[config.mk]
export PLATFORM = sky130hd
export DESIGN_NAME = pkmc_sdram_refresh_timer
export DESIGN_NICKNAME = d
export VERILOG_FILES = /design/src/rtl/pkmc_sdram_refresh_timer.sv
export SDC_FILE = /design/constraint.sdc
export NUM_CORES = 1
export LEC_CHECK = 0
export BUFFER_PORTS_ARGS = -buffer_cell sky130_fd_sc_hd__clkbuf_2
export CAP_MARGIN = 20
export CORE_ASPECT_RATIO = 1.75
export CORE_MARGIN = 2
export CORE_UTILIZATION = 40
export CTS_CLUSTER_DIAMETER = 200
export DETAILED_ROUTE_END_ITERATION = 7
export SETUP_SLACK_MARGIN = 0.05
export SYNTH_ARGS = -nofsm -noshare
export SYNTH_HDL_FRONTEND = slang
export SYNTH_SLANG_ARGS = --single-unit
[constraint.sdc]
create_clock -name clk_i -period 3.8 [get_ports clk_i]
set_input_delay 0.57 -clock clk_i [delete_from_list [all_inputs] [get_ports clk_i]]
set_output_delay 0.57 -clock clk_i [all_outputs]
set_load 0.02 [all_outputs]
[src/rtl/pkmc_sdram_refresh_timer.sv]
`default_nettype none
// ============================================================================
//  Module   : pkmc_sdram_refresh_timer
//  Purpose  : Power-up delay, init auto-refresh counting and periodic refresh
//             request generation for the PKMC SDRAM controller FSM.
//  Revision : 1.0 - initial release
// ============================================================================
module pkmc_sdram_refresh_timer #(
  parameter int PWRUP_CYCLES   = 5000,
  parameter int INIT_REFRESHES = 8,
  parameter int REF_PERIOD     = 390,
  parameter int PEND_W         = 3
) (
  input  logic              clk_i,
  input  logic              rst_i,
  input  logic              enable_i,
  input  logic              irqAck_i,
  output logic              pwrupDone_o,
  output logic              irq_o,
  output logic              initCount_o,
  output logic [PEND_W-1:0] pending_o,
  output logic              overrun_o
);

  localparam int PWR_W  = (PWRUP_CYCLES   > 1) ? $clog2(PWRUP_CYCLES)   : 1;
  localparam int INIT_W = (INIT_REFRESHES > 1) ? $clog2(INIT_REFRESHES) : 1;
  localparam int PER_W  = (REF_PERIOD     > 1) ? $clog2(REF_PERIOD)     : 1;

  localparam logic [PWR_W-1:0]  PWR_LAST  = PWR_W'(PWRUP_CYCLES - 1);
  localparam logic [INIT_W-1:0] INIT_LAST = INIT_W'(INIT_REFRESHES - 1);
  localparam logic [PER_W-1:0]  PER_LAST  = PER_W'(REF_PERIOD - 1);

  typedef enum logic [1:0] {
    S_PWRUP    = 2'd0,
    S_INIT_REF = 2'd1,
    S_RUN      = 2'd2
  } state_t;

  state_t              r_state;
  logic [PWR_W-1:0]    r_pwr_cnt;
  logic [INIT_W-1:0]   r_init_cnt;
  logic [PER_W-1:0]    r_per_cnt;
  logic [PEND_W-1:0]   r_pending;
  logic                r_pwrup_done;
  logic                r_init_count;
  logic                r_overrun;

  logic                w_tick;
  logic                w_pend_full;

  assign w_tick      = (r_state == S_RUN) && enable_i && (r_per_cnt == PER_LAST);
  assign w_pend_full = &r_pending;

  always_ff @(posedge clk_i) begin
    if (rst_i) begin
      r_state      <= S_PWRUP;
      r_pwr_cnt    <= '0;
      r_init_cnt   <= '0;
      r_per_cnt    <= '0;
      r_pending    <= '0;
      r_pwrup_done <= 1'b0;
      r_init_count <= 1'b0;
      r_overrun    <= 1'b0;
    end else begin
      case (r_state)
        S_PWRUP: begin
          if (r_pwr_cnt == PWR_LAST) begin
            r_state      <= S_INIT_REF;
            r_pwrup_done <= 1'b1;
          end else begin
            r_pwr_cnt <= r_pwr_cnt + 1'b1;
          end
        end

        S_INIT_REF: begin
          if (irqAck_i) begin
            if (r_init_cnt == INIT_LAST) begin
              r_state      <= S_RUN;
              r_init_count <= 1'b1;
              r_per_cnt    <= '0;
            end else begin
              r_init_cnt <= r_init_cnt + 1'b1;
            end
          end
        end

        S_RUN: begin
          if (enable_i) begin
            r_per_cnt <= (r_per_cnt == PER_LAST) ? '0 : r_per_cnt + 1'b1;
          end
          // A tick and an ack in the same cycle cancel; neither overruns.
          if (w_tick && !irqAck_i) begin
            if (w_pend_full) begin
              r_overrun <= 1'b1;
            end else begin
              r_pending <= r_pending + 1'b1;
            end
          end else if (!w_tick && irqAck_i && (r_pending != '0)) begin
            r_pending <= r_pending - 1'b1;
          end
        end

        default: begin
          r_state <= S_PWRUP;
        end
      endcase
    end
  end

  assign pwrupDone_o = r_pwrup_done;
  assign initCount_o = r_init_count;
  assign pending_o   = r_pending;
  assign overrun_o   = r_overrun;
  assign irq_o       = (r_state == S_INIT_REF) || (r_pending != '0);

endmodule
`default_nettype wire

==> impl_metrics.tcl <==
set metrics [dict create \
    clk_pin_slew_ns 0.07 \
    clkPwrFrac 0.401 \
    grt_pass1_wl_um 6000 \
    vias 1385 \
    syn_inst 187 \
    clock_sinks 33 \
    synth_top_cell_by_area "dfxtp_1" \
    rsz0062_at_grt "false" \
    crit_type "flip-flop to flip-flop" \
    ys_types 43 \
    peakVddDrop_mv 0.315 \
    finalSetupViolCount 0 \
    drtIter0Drc 22 \
    outcome "completed" \
    crit_path_max_fanout 5 \
    switching_share 0.219 \
    grt_max_degree 31 \
    drcViolationCount 0 \
    synth-compound-area-share 0.140 \
    worstMarginPinSlew_ns 0.864 \
    finClkSkew_ns 0.00802 \
    layout.cells.non_filler 248 \
    drv_cap 0 \
    required_ns 3.97 \
    p_sw_w 0.000135 \
    clock_path_buffers 2 \
    drive_gt1_frac 0.126 \
    cts_setup_buffers 0 \
    power_w 0.000618 \
    drt_pass1_iterations 4 \
    grt_pass1_vias 1456 \
    leakage_nw 0.619 \
    power.internal_w 0.000483 \
    hold_path.class "flip-flop to flip-flop" \
    place_hpwl_um 2540 \
    fin_crit_sh 0.632 \
    layout.cells.most_common "dfxtp_1" \
    synth_xor_area_frac 0.0572 \
    pin_count 11 \
    numCtsBuffers 5 \
    seq_area_frac_synth 0.393 \
    hold_violations 0 \
    die_x_um 53.0 \
    critPathLaunchType "flip-flop" \
    cts_hold_buf 0 \
    slew_headroom 0.416 \
    num_antenna_cells 0 \
    routed_wl_um 3510 \
    synth_nets 197 \
    track_usage 0.169 \
    grt-ovfl-total 0 \
    die_h_um 89.8 \
    start_util 0.413 \
    netlist.area_leader.share 0.393 \
    worst_setup_path_end_kind "flip-flop" \
    synth_area_leaders "dfxtp_1 (39%), a21oi_1 (5.9%), xnor2_1 (4.7%), nor2_1 (3.8%), ha_1 (3.7%)" \
    comb_power_share 0.031 \
    arrival_ns 2.57 \
    place.gp.congestion 0.782 \
    synthToLayoutAreaGrowth_pct 10.0 \
    fmax_ghz 0.417 \
    synth_top_family_by_area "simple AND/OR/NAND/NOR gates" \
    nets 208 \
    clockRootBuffer "clkbuf_8" \
    postRouteAntennaNets 0 \
    mostFrequentLayoutCells "dfxtp_1 (33), a21oi_1 (20), nor2_1 (17)" \
    placed_area_sq_mm 0.00177 \
    stdcell_area_sq_mm 0.00185 \
    setup-tns-final_ns 0 \
    sequentialPowerShare 0.568 \
    num_rows 31 \
    cts_tree "done" \
    yosysWarnings 0 \
    die_area_sq_mm 0.00476 \
    synth_edf_count 0 \
    synth.area.mux_share 0.0335 \
    synthSimpleGateAreaFrac 0.288 \
    fin_util 0.455 \
    synth_ff_type "dfxtp_1" \
    coreArea_sq_mm 0.00407 \
    synthAdderAreaFrac 0.0491 \
    syn_area_per_cell_sq_um 9.00 \
    post_cts_resized 0 \
    p_per_area_mw_per_mm2 334 \
    io_buffers 10 \
    async_reset_ff_frac 0 \
    htreeDepth 2 \
    syn_area_sq_mm 0.00168 \
    ys_ff_latch 33 \
    clk_latency_ns 0.28 \
    dp.cells 240 \
    routed_via_density 5.58 \
    antenna_found_initial 0 \
    maxSlewViolCount 0 \
    route.detailed.wl_per_inst_um 14.2 \
    finalCriticalPeriod_ns 2.40 \
]
==> state kept, by name (all words and copies together) (netlist names) <==
signal,count
overrun_o,1
r_state,2
pwrupDone_o,1
pending_o,3
r_per_cnt,9
r_init_cnt,3
r_pwr_cnt,13
initCount_o,1
==> final timing paths <==
check / start / to / slack (ns) / cells past startpoint
max: r_per_cnt[0] / pending_o[2] / 1.40 / 7
min: pwrupDone_o / pwrupDone_o / 0.45 / 2
min reg2reg: pwrupDone_o / pwrupDone_o / 0.45 / 2
max reg2reg: r_per_cnt[0] / pending_o[2] / 1.40 / 7
==> per-layer routing <==
metal	global-route usage	routed length, um
met1	0.151	1320
met5	0	0
met2	0.322	2020
met3	0.0449	96
met4	0.0769	82
==> cell families (layout without fill, tap and decap cells) <==
| family | Yosys count | after routing |
|---|---|---|
| simple gates | 75 | 75 |
| compound gates | 40 | 40 |
| flops | 33 | 33 |
| mux | 5 | 5 |
| buf+inv | 17 | 29 |
| xor+xnor | 11 | 11 |
| fa+ha+maj | 6 | 6 |
==> cells in the mapped netlist, drive strengths merged, types with 2 or more instances <==
| library cell | n |
|---|---|
| a21oi | 20 |
| xor2 | 2 |
| nand2 | 11 |
| o21ai | 8 |
| mux2i | 3 |
| a211oi | 4 |
| nor2 | 17 |
| mux2 | 2 |
| or4b | 2 |
| dfxtp | 33 |
| nand3 | 3 |
| ha | 5 |
| and2 | 2 |
| nor4bb | 2 |
| nand4 | 5 |
| or3 | 5 |
| xnor2 | 9 |
| nor2b | 3 |
| nand3b | 6 |
| or4 | 2 |
| o31ai | 3 |
| buf | 3 |
| nor3 | 4 |
| inv | 11 |
| nor4 | 2 |
| clkbuf | 3 |
| o41ai | 2 |
| or4bb | 3 |
==> final cells by class <==
class / count / area (sq um)
tap: 49 / 61.3
multi-input combinational: 137 / 956
clock buffer: 6 / 72.6
sequential: 33 / 661
clock inverter: 2 / 10.0
timing repair buffer: 10 / 50.0
fill: 426 / 2220
inverter: 11 / 41.3
==> power by group through the flow <==
stage                     combinational (W)  clock, W  sequential [W]
after floorplan                   0.0000135         0        0.000358
after global placement            0.0000175         0        0.000358
after detailed placement          0.0000192         0        0.000359
after CTS                         0.0000193  0.000259        0.000351
after global routing              0.0000212  0.000275        0.000351
final                             0.0000189  0.000248        0.000351
==> metrics by stage <==
step | hold WS, ns | worst slack (ns)
2_1_floorplan | 0.452 | 1.46
3_5_place_dp | 0.448 | 1.25
5_1_grt | 0.488 | 1.23
3_3_place_gp | 0.436 | 1.29
6_report | 0.449 | 1.40
4_1_cts | 0.457 | 1.39
==> worst max-delay path: stages (launching register included) <==
cell and delay (ns):
dfxtp_1 0.39, ha_1 0.17, or4bb_1 0.48, nor3_1 0.28
inv_1 0.09, fa_1 0.38, mux2i_1 0.17, mux2_1 0.32
Note: power is estimated with default switching activity, not from simulation.
